==> config.mk <==
export PLATFORM = sky130hd
export DESIGN_NAME = mem_access_unit_flat
export DESIGN_NICKNAME = d
export VERILOG_FILES = /design/src/rtl/mem_access_unit_if.sv /design/src/rtl/mem_access_unit.sv /design/src/flat_wrapper.sv
export SDC_FILE = /design/constraint.sdc
export NUM_CORES = 1
export LEC_CHECK = 0
export BUFFER_PORTS_ARGS = -buffer_cell sky130_fd_sc_hd__buf_2
export CORE_MARGIN = 3
export CORE_UTILIZATION = 32
export CTS_CLUSTER_SIZE = 8
export DETAILED_ROUTE_END_ITERATION = 10
export PLACE_DENSITY_LB_ADDON = 0.15
export SLEW_MARGIN = 20
export SYNTH_ARGS = -nofsm -noshare
export SYNTH_HDL_FRONTEND = slang
export SYNTH_SLANG_ARGS = --single-unit
==> constraint.sdc <==
create_clock -name clk -period 3.6 [get_ports clk]
set_input_delay 0.36 -clock clk [delete_from_list [all_inputs] [get_ports clk]]
set_output_delay 0.36 -clock clk [all_outputs]
set_load 0.02 [all_outputs]
==> src/rtl/mem_access_unit_if.sv <==
// Core/memory-side bundle for mem_access_unit: load/store request from the
// core, load result and stall back to it, and the data-memory port.
interface mem_access_unit_if #(
  parameter int ADDR_W = 6
);
  logic              mem_read;
  logic              mem_write;
  logic [1:0]        size;
  logic              load_unsigned;
  logic [31:0]       byte_addr;
  logic [31:0]       wdata;
  logic [31:0]       rdata;
  logic              stall;
  logic              misaligned;
  logic              addr_fault;
  logic              dm_we;
  logic              dm_re;
  logic [ADDR_W-1:0] dm_addr;
  logic [31:0]       dm_wd;
  logic [31:0]       dm_rd;

  // The access unit itself.
  modport slave (
    input  mem_read, mem_write, size, load_unsigned, byte_addr, wdata, dm_rd,
    output rdata, stall, misaligned, addr_fault, dm_we, dm_re, dm_addr, dm_wd
  );

  // Core plus data memory around the unit.
  modport master (
    output mem_read, mem_write, size, load_unsigned, byte_addr, wdata, dm_rd,
    input  rdata, stall, misaligned, addr_fault, dm_we, dm_re, dm_addr, dm_wd
  );
endinterface

==> src/rtl/mem_access_unit.sv <==
// Load/store unit in front of a 2**ADDR_W x 32 data memory: subword loads with
// extension, sb/sh as a two-cycle read-modify-write, alignment/range faults.
module mem_access_unit #(
  parameter int ADDR_W = 6
) (
  input  logic               clk,
  input  logic               rst_n,
  mem_access_unit_if.slave   bus
);

  typedef enum logic [0:0] {
    S_IDLE  = 1'b0,
    S_MERGE = 1'b1
  } state_t;

  state_t              r_state;
  logic [ADDR_W+1:0]   r_addr;
  logic [31:0]         r_wdata;
  logic [1:0]          r_size;
  logic [31:0]         r_old;

  logic [ADDR_W-1:0]   w_index;
  logic                w_req;
  logic                w_is_half;
  logic                w_is_word;
  logic                w_addr_fault;
  logic                w_misaligned;
  logic                w_fault;
  logic                w_sub_store;

  function automatic logic [31:0] f_load_extract(
    input logic [31:0] word,
    input logic [1:0]  off,
    input logic [1:0]  sz,
    input logic        uns
  );
    logic [7:0]  b;
    logic [15:0] h;
    logic [31:0] res;
    b = word[{off, 3'b000} +: 8];
    h = off[1] ? word[31:16] : word[15:0];
    case (sz)
      2'b00:   res = uns ? {24'd0, b} : {{24{b[7]}}, b};
      2'b01:   res = uns ? {16'd0, h} : {{16{h[15]}}, h};
      default: res = word;
    endcase
    return res;
  endfunction

  function automatic logic [31:0] f_store_merge(
    input logic [31:0] old,
    input logic [31:0] wd,
    input logic [1:0]  off,
    input logic [1:0]  sz
  );
    logic [31:0] res;
    res = old;
    case (sz)
      2'b00: res[{off, 3'b000} +: 8] = wd[7:0];
      2'b01: begin
        if (off[1]) begin
          res[31:16] = wd[15:0];
        end else begin
          res[15:0] = wd[15:0];
        end
      end
      default: res = wd;
    endcase
    return res;
  endfunction

  // Request decode and fault detection on the live core inputs.
  always_comb begin
    w_index      = bus.byte_addr[ADDR_W+1:2];
    w_req        = bus.mem_read | bus.mem_write;
    w_is_half    = (bus.size == 2'b01);
    w_is_word    = bus.size[1];
    w_addr_fault = w_req & (|bus.byte_addr[31:ADDR_W+2]);
    w_misaligned = w_req & ((w_is_half & bus.byte_addr[0]) |
                            (w_is_word & (bus.byte_addr[1:0] != 2'b00)));
    w_fault      = w_addr_fault | w_misaligned;
    w_sub_store  = bus.mem_write & ~w_fault & ~w_is_word;
  end

  // State and read-modify-write capture; a reset in MERGE discards the store.
  always_ff @(posedge clk or negedge rst_n) begin
    if (!rst_n) begin
      r_state <= S_IDLE;
      r_addr  <= '0;
      r_wdata <= 32'd0;
      r_size  <= 2'b00;
      r_old   <= 32'd0;
    end else begin
      case (r_state)
        S_IDLE: begin
          if (w_sub_store) begin
            r_old   <= bus.dm_rd;
            r_addr  <= bus.byte_addr[ADDR_W+1:0];
            r_wdata <= bus.wdata;
            r_size  <= bus.size;
            r_state <= S_MERGE;
          end else begin
            r_state <= S_IDLE;
          end
        end
        S_MERGE: r_state <= S_IDLE;
        default: r_state <= S_IDLE;
      endcase
    end
  end

  // Output steering; loads stay combinational for zero wait states.
  always_comb begin
    bus.rdata      = 32'd0;
    bus.stall      = 1'b0;
    bus.misaligned = 1'b0;
    bus.addr_fault = 1'b0;
    bus.dm_we      = 1'b0;
    bus.dm_re      = 1'b0;
    bus.dm_addr    = w_index;
    bus.dm_wd      = 32'd0;
    if (!rst_n) begin
      bus.dm_addr = w_index;
    end else if (r_state == S_MERGE) begin
      bus.dm_we   = 1'b1;
      bus.dm_addr = r_addr[ADDR_W+1:2];
      bus.dm_wd   = f_store_merge(r_old, r_wdata, r_addr[1:0], r_size);
    end else begin
      bus.misaligned = w_misaligned;
      bus.addr_fault = w_addr_fault;
      if (w_fault) begin
        bus.dm_we = 1'b0;
      end else if (bus.mem_write) begin
        // Store has priority over a simultaneous load; rdata stays 0.
        if (w_is_word) begin
          bus.dm_we = 1'b1;
          bus.dm_wd = bus.wdata;
        end else begin
          bus.dm_re = 1'b1;
          bus.stall = 1'b1;
        end
      end else if (bus.mem_read) begin
        bus.dm_re = 1'b1;
        bus.rdata = f_load_extract(bus.dm_rd, bus.byte_addr[1:0], bus.size,
                                   bus.load_unsigned);
      end else begin
        bus.dm_re = 1'b0;
      end
    end
  end

endmodule
==> src/flat_wrapper.sv <==
// flat-port wrapper written by rule: the top's interface ports become plain ports
module mem_access_unit_flat 
#(
  parameter int ADDR_W = 6
)
  (clk, rst_n, bus_mem_read, bus_mem_write, bus_size, bus_load_unsigned, bus_byte_addr, bus_wdata, bus_dm_rd, bus_rdata, bus_stall, bus_misaligned, bus_addr_fault, bus_dm_we, bus_dm_re, bus_dm_addr, bus_dm_wd);
  mem_access_unit_if #(.ADDR_W(ADDR_W)) bus_i ();
  input  logic clk;
  input  logic rst_n;
  input wire logic [$bits(bus_i.mem_read)-1:0] bus_mem_read;
  input wire logic [$bits(bus_i.mem_write)-1:0] bus_mem_write;
  input wire logic [$bits(bus_i.size)-1:0] bus_size;
  input wire logic [$bits(bus_i.load_unsigned)-1:0] bus_load_unsigned;
  input wire logic [$bits(bus_i.byte_addr)-1:0] bus_byte_addr;
  input wire logic [$bits(bus_i.wdata)-1:0] bus_wdata;
  input wire logic [$bits(bus_i.dm_rd)-1:0] bus_dm_rd;
  output wire logic [$bits(bus_i.rdata)-1:0] bus_rdata;
  output wire logic [$bits(bus_i.stall)-1:0] bus_stall;
  output wire logic [$bits(bus_i.misaligned)-1:0] bus_misaligned;
  output wire logic [$bits(bus_i.addr_fault)-1:0] bus_addr_fault;
  output wire logic [$bits(bus_i.dm_we)-1:0] bus_dm_we;
  output wire logic [$bits(bus_i.dm_re)-1:0] bus_dm_re;
  output wire logic [$bits(bus_i.dm_addr)-1:0] bus_dm_addr;
  output wire logic [$bits(bus_i.dm_wd)-1:0] bus_dm_wd;
  assign bus_i.mem_read = bus_mem_read;
  assign bus_i.mem_write = bus_mem_write;
  assign bus_i.size = bus_size;
  assign bus_i.load_unsigned = bus_load_unsigned;
  assign bus_i.byte_addr = bus_byte_addr;
  assign bus_i.wdata = bus_wdata;
  assign bus_i.dm_rd = bus_dm_rd;
  assign bus_rdata = bus_i.rdata;
  assign bus_stall = bus_i.stall;
  assign bus_misaligned = bus_i.misaligned;
  assign bus_addr_fault = bus_i.addr_fault;
  assign bus_dm_we = bus_i.dm_we;
  assign bus_dm_re = bus_i.dm_re;
  assign bus_dm_addr = bus_i.dm_addr;
  assign bus_dm_wd = bus_i.dm_wd;
  mem_access_unit #(.ADDR_W(ADDR_W)) u_core (.clk(clk), .rst_n(rst_n), .bus(bus_i));
endmodule
---- Yosys cells after proc, flatten, opt, wreduce, memory -nomap -nowiden ----
Cells that the tools add are included.
operators by class
  add/sub/neg operators ................... 1
  multipliers ............................. 0
  divide/modulo/power cells ............... 0
  $lt $le $gt $ge ......................... 0
  eq/ne operators ......................... 2
  shift-type cells ........................ 3
  multiplexer cells ....................... 41
  bitwise logic cells ..................... 12
  reductions and logical operators ........ 5
operator list
  kind                      number
  $mux W32                  12
  $pmux W32 S2              2
  $mux W16                  3
  $bwmux W32                1
  $shift A8 B7 Y32 const A  1
  $shiftx A32 B6 Y8         1
  $shiftx A8 B7 Y32         1
  $reduce_or A24 Y1         1
  $mux W1                   20
  $mux W6                   2
  $neg A5 Y7                1
  $and A1 B1 Y1             6
  $eq A2 B1 Y1 const B      2
  $logic_not A2 Y1          2
  $not A1 Y1                3
  $or A1 B1 Y1              3
  $pmux W1 S2               1
  $reduce_and A2 Y1         1
  $reduce_bool A2 Y1        1
storage, ports and cells
  register bits ........................... 75
  latch bits .............................. 0
  memory bits (writable) .................. 0
  ROM bits ................................ 0
  bits of input ports ..................... 103
  output and inout port bits .............. 75
  logic and storage cells ................. 69
  memories kept ........................... 0

---- Logic depth before layout (Yosys ltp) ----
Gate-level depths: netlist of run 1.
  depth after elaboration ................. 10
  depth in mapped cells ................... 9

---- Least setup slack after synthesis of run 1 ----
No wires, ideal clock.
  path type ............................... register to output
  from .................................... reg u_core.r_addr[1]
  to ...................................... out bus_dm_wd[6]
  arrival ................................. 2654 ps
  required time ........................... 3240 ps
  slack ................................... 586 ps
  cell stages (with the launch flop) ...... 10
  buffers on the path ..................... 3
  cells stage by stage .................... dfrtp_1 -> buf_2 -> clkbuf_1 -> inv_1 -> ha_1 -> nor4bb_1 -> clkbuf_2 -> a221oi_1 -> or3_1 -> a211oi_1
between the ends
  longest elaborated chain between the ends .. 6
ends and longest elaborated chain
  item                                                   RTL line                RTL
  start, declared                                        mem_access_unit.sv:17   logic [ADDR_W+1:0] r_addr;
  start signal, assigned                                 mem_access_unit.sv:98   r_addr <= bus.byte_addr[ADDR_W+1:0];
  $neg A5 Y7                                             mem_access_unit.sv:59   2'b00: res[{off, 3'b000} +: 8] = wd[7:0];
  $shiftx A8 B7 Y32 or $shift A8 B7 Y32 (tied branches)  mem_access_unit.sv:59
  $bwmux W32                                             mem_access_unit.sv:59
  $pmux W32 S2 (*)                                       mem_access_unit.sv:58   case (sz)
  $mux W32 (*)                                           mem_access_unit.sv:124  end else if (r_state == S_MERGE) begin
  $mux W32 (*)                                           mem_access_unit.sv:122  if (!rst_n) begin
  end, declared                                          flat_wrapper.sv:24      output wire logic [$bits(bus_i.dm_wd)-1:0] bus_dm_wd;
Mark *: on every way between the ends. The rest lies on a longest branch, timed or not.

---- Worst setup path in the final report of run 1 ----
  from .................................... reg u_core.r_addr[1]
  to ...................................... out bus_dm_wd[16]
Same word-level chain as after synthesis.

==> flow_metrics.env, run 1 <==
export IMPL_hold_violations=0
export IMPL_drt_pass1_iter_count=4
export IMPL_synth_most_common_cell="mux2_2"
export IMPL_postRouteAntennaNets=0
export IMPL_cts_hold_buf=0
export IMPL_antenna_cells=0
export IMPL_hpwl_um=14990
export IMPL_ir_drop_uv=204.0
export IMPL_synth_seq_cells=75
export IMPL_synth_ff_type="dfrtp_1"
export IMPL_synth_async_sr_flop_share=1.000
export IMPL_ctsResizeCount=0
export IMPL_drcViolationCount=0
export IMPL_grt_max_degree=54
export IMPL_grt_usage=0.2046
export IMPL_netlist_area_mm2=0.005458
export IMPL_placed_cells=924
export IMPL_cts_sinks=75
export IMPL_clock_latency_ns=0.35
export IMPL_gp_congestion=0.8914
export IMPL_h_tree_depth=3
export IMPL_grt_pass1_wl_um=28970
export IMPL_numPortBuffers=177
export IMPL_n_fill_cell=1695
export IMPL_cts_setup_buffers=0
export IMPL_fmax_mhz=325.1
export IMPL_grt_ovfl_total=0
export IMPL_crit_family="compound AO/OA/AOI/OAI gates"
export IMPL_syn2layout_area_growth_pct=24.62
export IMPL_p_leak_uw=0.003208
export IMPL_routed_wl_um=19420
export IMPL_max_slew_margin=0.3611
export IMPL_rows=47
export IMPL_clockBufferDepth=2
export IMPL_crit_path_start_kind="register"
export IMPL_die_h_um=136.6
export IMPL_start_util=0.3279
export IMPL_synth_nets=672
export IMPL_synth_yosys_seq_area_share=0.3439
export IMPL_post_synth_cell_area_avg_um2=9.677
export IMPL_period_share=0.8543
export IMPL_ys_warn_count=0
export IMPL_tritoncts="yes"
export IMPL_worstSetupEndpointType="output port"
export IMPL_synth_area_leaders="dfrtp_1 (34%), mux2_2 (17%), a21oi_1 (5.5%)"
export IMPL_viasPerCell=5.533
export IMPL_final_nets=823
export IMPL_maxSlewViolCount=0
export IMPL_synth_commonest_cells="mux2_2 (81), dfrtp_1 (75), a21oi_1 (60)"
export IMPL_drt_iter0_drc=348
export IMPL_maxCapViolCount=0
export IMPL_drive_gt1_frac=0.4528
export IMPL_clkSlewWorstSetupHoldPaths_ns=0.06
export IMPL_core_mm2=0.01664
export IMPL_setup_viol=0
export IMPL_antenna_found_initial=0
export IMPL_cp_slowest_stage_delay_ns=0.44
export IMPL_netlist_cell_type_count=55
export IMPL_crit_chain="buf_4, inv_1, ha_1, nor4b_1, a21oi_1, a211o_1, a21oi_1, buf_2"
export IMPL_status="completed"
export IMPL_hp_class="input port to asynchronous set/reset pin"
export IMPL_yosys_area_top_type="dfrtp_1"
export IMPL_synth_cells=564
export IMPL_grt_pass1_vias=4964
export IMPL_placed_area_mm2=0.006471
export IMPL_critPathMaxFanout=19
export IMPL_slowest_stage="nor4b_1"
export IMPL_finish_utilization=0.4087
export IMPL_die_area_mm2=0.01866
export IMPL_synth_top_area_frac=0.3439
export IMPL_clockRootBuffer="clkbuf_16"
export IMPL_path_buf_inv=3
export IMPL_crit_type="register to output port"
export IMPL_synth_edff_count=0
export IMPL_arrival_ns=2.72
export IMPL_total_power_uw=2082
export IMPL_vias=5201
export IMPL_cp_required_ns=3.24
export IMPL_critPathMostFrequentCell="a21oi_1"
export IMPL_numCtsBuffers=9
export IMPL_die_w_um=136.6
export IMPL_power_density_mw_per_mm2=306.0
export IMPL_instances_no_fill=940
export IMPL_fin_tns_setup_ns=0
export IMPL_pin_count=178
export IMPL_layout_min_cycle_time_ns=3.076
export IMPL_fin_area_mm2=0.006802
export IMPL_worst_pin_slew_ns=0.9548
export IMPL_grt_setup_unrepaired="no"
export IMPL_worst_clock_skew_ns=0.005999
export IMPL_wl_per_cell_um=20.66
==> where the power goes <==
part	internal [uW]	total (uW)	switching, uW	leakage [uW]
clock network	619	1020	401	0.000159
registers	843	843	0.000841	0.00104
logic	79.1	218	139	0.00201
total	1540	2080	541	0.00321
==> per-layer routing <==
layer	up-vias	global-route usage	part of all wire	wire [um]
li1	2474	-	-	-
met5	-	0	0	0
met3	30	0.03860	0.067	1293
met1	2494	0.2972	0.47	9110
met4	0	0.06775	0.023	448
met2	203	0.3048	0.44	8570
==> through the flow <==
stage	setup WS, ns	hold WS [ns]
after global placement	0.8111	0.4820
after CTS	0.5152	0.1042
final	0.5245	0.09656
after detailed placement	0.8513	0.4916
after global routing	0.3373	0.1339
after floorplan	0.5865	0.06441
==> final timing paths <==
path,from,endpoint,slack (ns),cells past startpoint
setup / recovery,u_core.r_addr[1],bus_dm_wd[16],0.52,8
hold / removal,rst_n,u_core.r_wdata[14],0.1,2
setup reg to reg,u_core.r_state,u_core.r_addr[6],1.62,6
hold reg to reg,u_core.r_wdata[29],u_core.r_wdata[29],0.50,1
max in group asynchronous,rst_n,u_core.r_old[10],3.06,2
min in group clk,bus_wdata[19],u_core.r_wdata[19],0.25,2
==> flip-flops by register name, indices dropped and copies added, names as in the netlist <==
register	flops
u_core.r_old	32
u_core.r_wdata	32
u_core.r_addr	8
u_core.r_size	2
u_core.r_state	1
==> logic make-up after synthesis <==
kind of cell | synth area share
adder cells (fa/ha/maj) | 0.01146
buffers and inverters | 0.06052
multiplexers | 0.1690
AO/OA/AOI/OAI | 0.2568
flip-flops | 0.3439
AND/OR/NAND/NOR | 0.1584
==> placed cells by master, fill, tap and decap left out, types with 3 or more instances in the layout <==
cell and n:
a211o_1 16, nor3b_1 3, inv_6 3, buf_4 17
o32ai_1 5, a221oi_1 22, dfrtp_1 75, a221oi_2 5
nand2b_1 14, clkbuf_16 9, o22ai_1 17, o31a_1 3
nor4_4 3, o211a_1 4, inv_1 14, or3_1 13
a2111oi_0 9, nor2_1 10, mux2_2 81, nand3b_1 3
nor2b_1 7, buf_2 176, a21oi_1 60, o221ai_1 11
nand2_1 46, o21ai_0 28, a22oi_1 7, a211oi_1 5
ha_1 5, nor3_2 18, nor4_2 3
==> layout make-up <==
class                           instances  area [um2]  share of cell area
Timing Repair Buffer                  193        1008              0.1483
Sequential cell                        75        1877              0.2759
Inverter                               14       52.55            0.007726
Clock inverter                          7       105.1             0.01545
Multi-Input combinational cell        422        3258              0.4790
Clock buffer                            9       225.2             0.03311
Tap cell                              220       275.3             0.04047
Power figures use the tool's default switching activity.
==> inputs of run 2 (changes only) <==
- CORE_ASPECT_RATIO: unset -> 1.4
==> run 2 against run 1 <==
  * Register-to-register slack improved by 0.07 ns
  * Largest power group unchanged
  * Die area increased by 0.12%
  * Non-clock buffer count is 2 lower
  * Highest routed layer unchanged
==> flow_metrics.env, run 2 (synthesized netlist as in run 1, its figures left out) <==
export IMPL_status="completed"
export IMPL_clock_latency_ns=0.34
export IMPL_p_leak_uw=0.003178
export IMPL_drcViolationCount=0
export IMPL_die_h_um=160.5
export IMPL_final_nets=821
export IMPL_gp_congestion=0.8515
export IMPL_timing_rr_end="u_core.r_addr[4]"
export IMPL_final_common_cell="buf_2"
export IMPL_h_tree_depth=3
export IMPL_die_w_um=116.4
export IMPL_numPortBuffers=177
export IMPL_wl_per_cell_um=21.40
export IMPL_max_slew_margin=0.3591
export IMPL_fmax_mhz=305.9
export IMPL_power_density_mw_per_mm2=293.7
export IMPL_grt_max_degree=75
export IMPL_fin_ws_ns=0.3315
export IMPL_grt_usage=0.2060
export IMPL_core_mm2=0.01645
export IMPL_start_util=0.3318
export IMPL_cp_required_ns=3.24
export IMPL_drive_gt1_frac=0.4485
export IMPL_drt_pass1_iter_count=5
export IMPL_crit_start="u_core.r_addr[0]"
export IMPL_worst_pin_slew_ns=0.9579
export IMPL_syn2layout_area_growth_pct=23.70
export IMPL_cts_setup_buffers=0
export IMPL_layout_min_cycle_time_ns=3.269
export IMPL_drt_iter0_drc=352
export IMPL_fin_tns_setup_ns=0
export IMPL_dp_slack_ns=0.7414
export IMPL_setup_viol=0
export IMPL_crit_type="register to output port"
export IMPL_vias=5251
export IMPL_clkSlewWorstSetupHoldPaths_ns=0.06
export IMPL_whs_ns=0.2599
export IMPL_grt_pass1_vias=5203
export IMPL_hpwl_um=15050
export IMPL_numCtsBuffers=9
export IMPL_clockBufferDepth=2
export IMPL_critPathMaxFanout=8
export IMPL_arrival_ns=2.91
export IMPL_grt_ovfl_total=0
export IMPL_reg_largest_list="u_core.r_old (32), u_core.r_wdata (32), u_core.r_addr (8)"
export IMPL_rr_worst_depth=5
export IMPL_grt_pass1_wl_um=29840
export IMPL_crit_path_start_kind="register"
export IMPL_hold_violations=0
export IMPL_maxCapViolCount=0
export IMPL_hp_class="input port to register"
export IMPL_pin_count=178
export IMPL_clockRootBuffer="clkbuf_16"
export IMPL_maxSlewViolCount=0
export IMPL_die_area_mm2=0.01868
export IMPL_rows=55
export IMPL_tritoncts="yes"
export IMPL_grt_setup_unrepaired="no"
export IMPL_worstSetupEndpointType="output port"
export IMPL_ir_drop_uv=169.1
export IMPL_r2r_slack_ns=1.69
export IMPL_antenna_found_initial=1
export IMPL_cts_sinks=75
export IMPL_viasPerCell=5.720
export IMPL_final_cell_mix="buf_2 (176), mux2_2 (81), dfrtp_1 (75), a21oi_1 (60), nand2_1 (46)"
export IMPL_endpoint="bus_dm_wd[0]"
export IMPL_postRouteAntennaNets=0
export IMPL_period_share=0.9079
export IMPL_reg2reg_from="u_core.r_state"
export IMPL_worst_clock_skew_ns=0.004596
export IMPL_total_power_uw=1983
export IMPL_routed_wl_um=19650
==> run 2: cell types whose count changed in the layout (fill, tap and decap cells not counted), sizes merged <==
cell	previous run	this run
clkbuf	9	11
diode	0	1
inv	18	15
buf	193	190
dlygate4sd3	0	1
clkinvlp	1	3
bufinv	2	1
==> run 2: final cells by class <==
class | count | area [um2]
fill | 1665 | 9696
multi-input combinational | 422 | 3258
timing repair buffer | 191 | 1008
clock inverter | 5 | 61.31
clock buffer | 11 | 242.7
antenna | 1 | 2.502
tap | 199 | 249.0
inverter | 14 | 52.55
sequential | 75 | 1877
==> run 2: worst min-delay path by stage <==
stage	start	endpoint	slack (ns)	cells after the start
after floorplan	rst_n	u_core.r_addr[0]	0.06	0
after global placement	rst_n	u_core.r_state	0.16	1
after detailed placement	rst_n	u_core.r_state	0.16	1
after CTS	bus_byte_addr[2]	u_core.r_addr[2]	0.25	2
after global routing	bus_byte_addr[2]	u_core.r_addr[2]	0.27	2
final	bus_byte_addr[2]	u_core.r_addr[2]	0.26	2
==> run 2: power by group <==
group,internal (uW),leakage [uW],switching [uW]
combinational,78.5,0.00200,142
clock,558,0.000138,362
sequential,843,0.00104,0.000809
==> run 2: stage by stage <==
step	utilization	instances	area, um2
finish	0.4105	918	6751
global route	0.4105	918	6751
CTS	0.4103	917	6749
detailed placement	0.3913	900	6435
global placement	0.3913	900	6435
floorplan	-	564	5458
==> run 2: repair_timing <==
item	in CTS	in global routing
hold buffers	1	0
resized for setup	0	0
endpoints found under the setup margin	0	0
hold endpoints to repair	1	0
==> run 2: metal layers <==
metal,track usage,vias to the layer above,wire length [um]
met5,0,-,0
met4,0.06807,0,481
met3,0.03091,32,961
met2,0.3656,199,10230
met1,0.2502,2556,7972
li1,-,2464,-
==> run 2: critical path, cell delays in order (launching register included) <==
cell,delay [ns]
dfrtp_1,0.47
inv_1,0.14
ha_1,0.32
nor4bb_1,0.39
buf_4,0.23
a221oi_1,0.08
or3_1,0.38
a211oi_1,0.32
buf_2,0.23
==> inputs of run 3 (changes only) <==
- RECOVER_POWER: unset -> 100
==> run 3 against run 2 <==
  * The run now ends with max-capacitance violations, max-slew violations left
  * Global-route usage stayed put
  * Sequential share of layout area is 0.52 points higher
  * First-iteration DRC count is 5.1% lower
  * Largest cell class unchanged
  * Critical path depth stayed put
  * Sequential power hardly changed
  * Fmax is 3.7% lower
  * Non-clock buffer count stayed put
  * Routed wire length is 0.50% higher
==> flow_metrics.env, run 3 (synthesized netlist as in run 1, its figures left out) <==
export IMPL_status="finished with violations"
export IMPL_violations="max-capacitance violations, max-slew violations"
export IMPL_numCtsBuffers=9
export IMPL_multi_input_area_mm2=0.003237
export IMPL_gp_congestion=0.8515
export IMPL_setup_viol=0
export IMPL_pwr_share_clk=0.464
export IMPL_tritoncts="yes"
export IMPL_intPower_uw=1478
export IMPL_min_to="u_core.r_addr[2]"
export IMPL_viasPerCell=5.719
export IMPL_n_fill_cell=1694
export IMPL_cts_sinks=75
export IMPL_final_nets=821
export IMPL_routed_wl_um=19750
export IMPL_rr_worst_depth=5
export IMPL_worst_pin_slew_ns=1.866
export IMPL_reg_largest_list="u_core.r_old (32), u_core.r_wdata (32), u_core.r_addr (8)"
export IMPL_power_switching_uw=501.8
export IMPL_die_w_um=116.4
export IMPL_comb_power_share=0.110
export IMPL_ctsResizeCount=0
export IMPL_hp_class="input port to register"
export IMPL_wl_per_cell_um=21.51
export IMPL_hold_path_cell_count=2
export IMPL_seqCellArea_mm2=0.001877
export IMPL_fin_tns_setup_ns=0
export IMPL_layout_min_cycle_time_ns=3.396
export IMPL_r2r_slack_ns=0.70
export IMPL_grt_pass1_vias=5203
export IMPL_h_tree_depth=3
export IMPL_power_density_mw_per_mm2=298.8
export IMPL_reg2reg_from="u_core.r_state"
export IMPL_maxCapViolCount=1
export IMPL_route_met2_wl_um=10270
export IMPL_numPortBuffers=177
export IMPL_cp_required_ns=3.24
export IMPL_crit_type="register to output port"
export IMPL_highest_layer="met4"
export IMPL_timing_rr_end="u_core.r_addr[4]"
export IMPL_drive_gt1_frac=0.3468
export IMPL_cts_hold_buf=1
export IMPL_whs_ns=0.2598
export IMPL_pin_count=178
export IMPL_cts_setup_buffers=0
export IMPL_clockBufferDepth=2
export IMPL_drt_pass1_iter_count=6
export IMPL_postRouteAntennaNets=0
export IMPL_rows=55
export IMPL_worstSetupEndpointType="output port"
export IMPL_grt_max_degree=75
export IMPL_drt_iter0_drc=334
export IMPL_clkSlewWorstSetupHoldPaths_ns=0.06
export IMPL_swShare=0.2534
export IMPL_critPathMaxFanout=8
export IMPL_clock_latency_ns=0.34
export IMPL_start_util=0.3318
export IMPL_hpwl_um=15050
export IMPL_worstHoldStart="bus_byte_addr[2]"
export IMPL_syn2layout_area_growth_pct=21.44
export IMPL_maxSlewViolCount=75
export IMPL_antenna_found_initial=1
export IMPL_fin_ws_ns=0.2045
export IMPL_die_area_mm2=0.01868
export IMPL_grt_pass1_wl_um=29840
export IMPL_die_h_um=160.5
export IMPL_dp_slack_ns=0.7414
export IMPL_crit_path_start_kind="register"
export IMPL_core_mm2=0.01645
export IMPL_drcViolationCount=0
export IMPL_grt_usage=0.2060
export IMPL_grt_setup_unrepaired="no"
export IMPL_route_layer_met1_wl_um=8009
export IMPL_clockRootBuffer="clkbuf_16"
export IMPL_final_common_cell="buf_2"
export IMPL_final_cell_mix="buf_2 (108), mux2_2 (81), dfrtp_1 (75), clkbuf_1 (69), a21oi_1 (60)"
export IMPL_p_leak_uw=0.002872
export IMPL_fmax_mhz=294.5
export IMPL_hold_violations=0
export IMPL_wl_met3_um=955
export IMPL_max_slew_margin=-0.2442
export IMPL_p_seq_frac=0.426
export IMPL_vias=5250
export IMPL_worst_clock_skew_ns=0.005097
export IMPL_arrival_ns=3.04
export IMPL_period_share=0.9432
export IMPL_ir_drop_uv=168.1
export IMPL_grt_ovfl_total=0
-- run 3: cell count changes in the layout (fill, tap and decap cells not counted), sizes merged --
cell | before | now
clkbuf | 11 | 81
buf | 190 | 120
-- run 3: power by group through the flow --
stage	sequential (uW)	combinational [uW]	clock, uW
global route	842	239	963
CTS	843	222	937
detailed placement	858	220	0
floorplan	859	91.0	0
global placement	858	216	0
finish	843	218	919
-- run 3: stage by stage --
stage	util	area, um2	instances	power [uW]
floorplan	-	5458	564	949.7
global placement	0.3913	6435	900	1075
detailed placement	0.3913	6435	900	1078
CTS	0.4103	6749	917	2002
global route	0.4030	6628	918	2044
finish	0.4030	6628	918	1980
-- run 3: layout make-up --
cell class,count,area share
antenna,1,0.0003776
sequential,75,0.2832
clock inverter,5,0.009251
inverter,14,0.007929
timing repair buffer,191,0.1367
multi-input combinational,422,0.4884
clock buffer,11,0.03662
tap,199,0.03757
-- run 3: worst max-delay path by stage --
stage	start	endpoint	slack, ns	cells past startpoint
3_5_place_dp	u_core.r_addr[0]	bus_dm_wd[0]	0.74	8
3_3_place_gp	u_core.r_addr[0]	bus_dm_wd[0]	0.80	8
5_1_grt	rst_n	bus_dm_wd[14]	0.10	8
6_report	u_core.r_addr[0]	bus_dm_wd[0]	0.20	8
4_1_cts	rst_n	bus_dm_wd[14]	0.26	8
2_1_floorplan	u_core.r_addr[1]	bus_dm_wd[6]	0.59	9
-- run 3: per-layer routing --
metal / up-vias / track usage
met5: - / 0
met4: 0 / 0.06807
met3: 35 / 0.03091
met2: 196 / 0.3656
met1: 2552 / 0.2502
li1: 2467 / -
-- run 3: worst max-delay path, cell delays in order, from the launching register on --
cell,delay (ns)
dfrtp_1,0.46
inv_1,0.14
ha_1,0.32
nor4bb_1,0.41
buf_4,0.24
a221oi_1,0.08
or3_1,0.38
a211oi_1,0.36
clkbuf_1,0.28
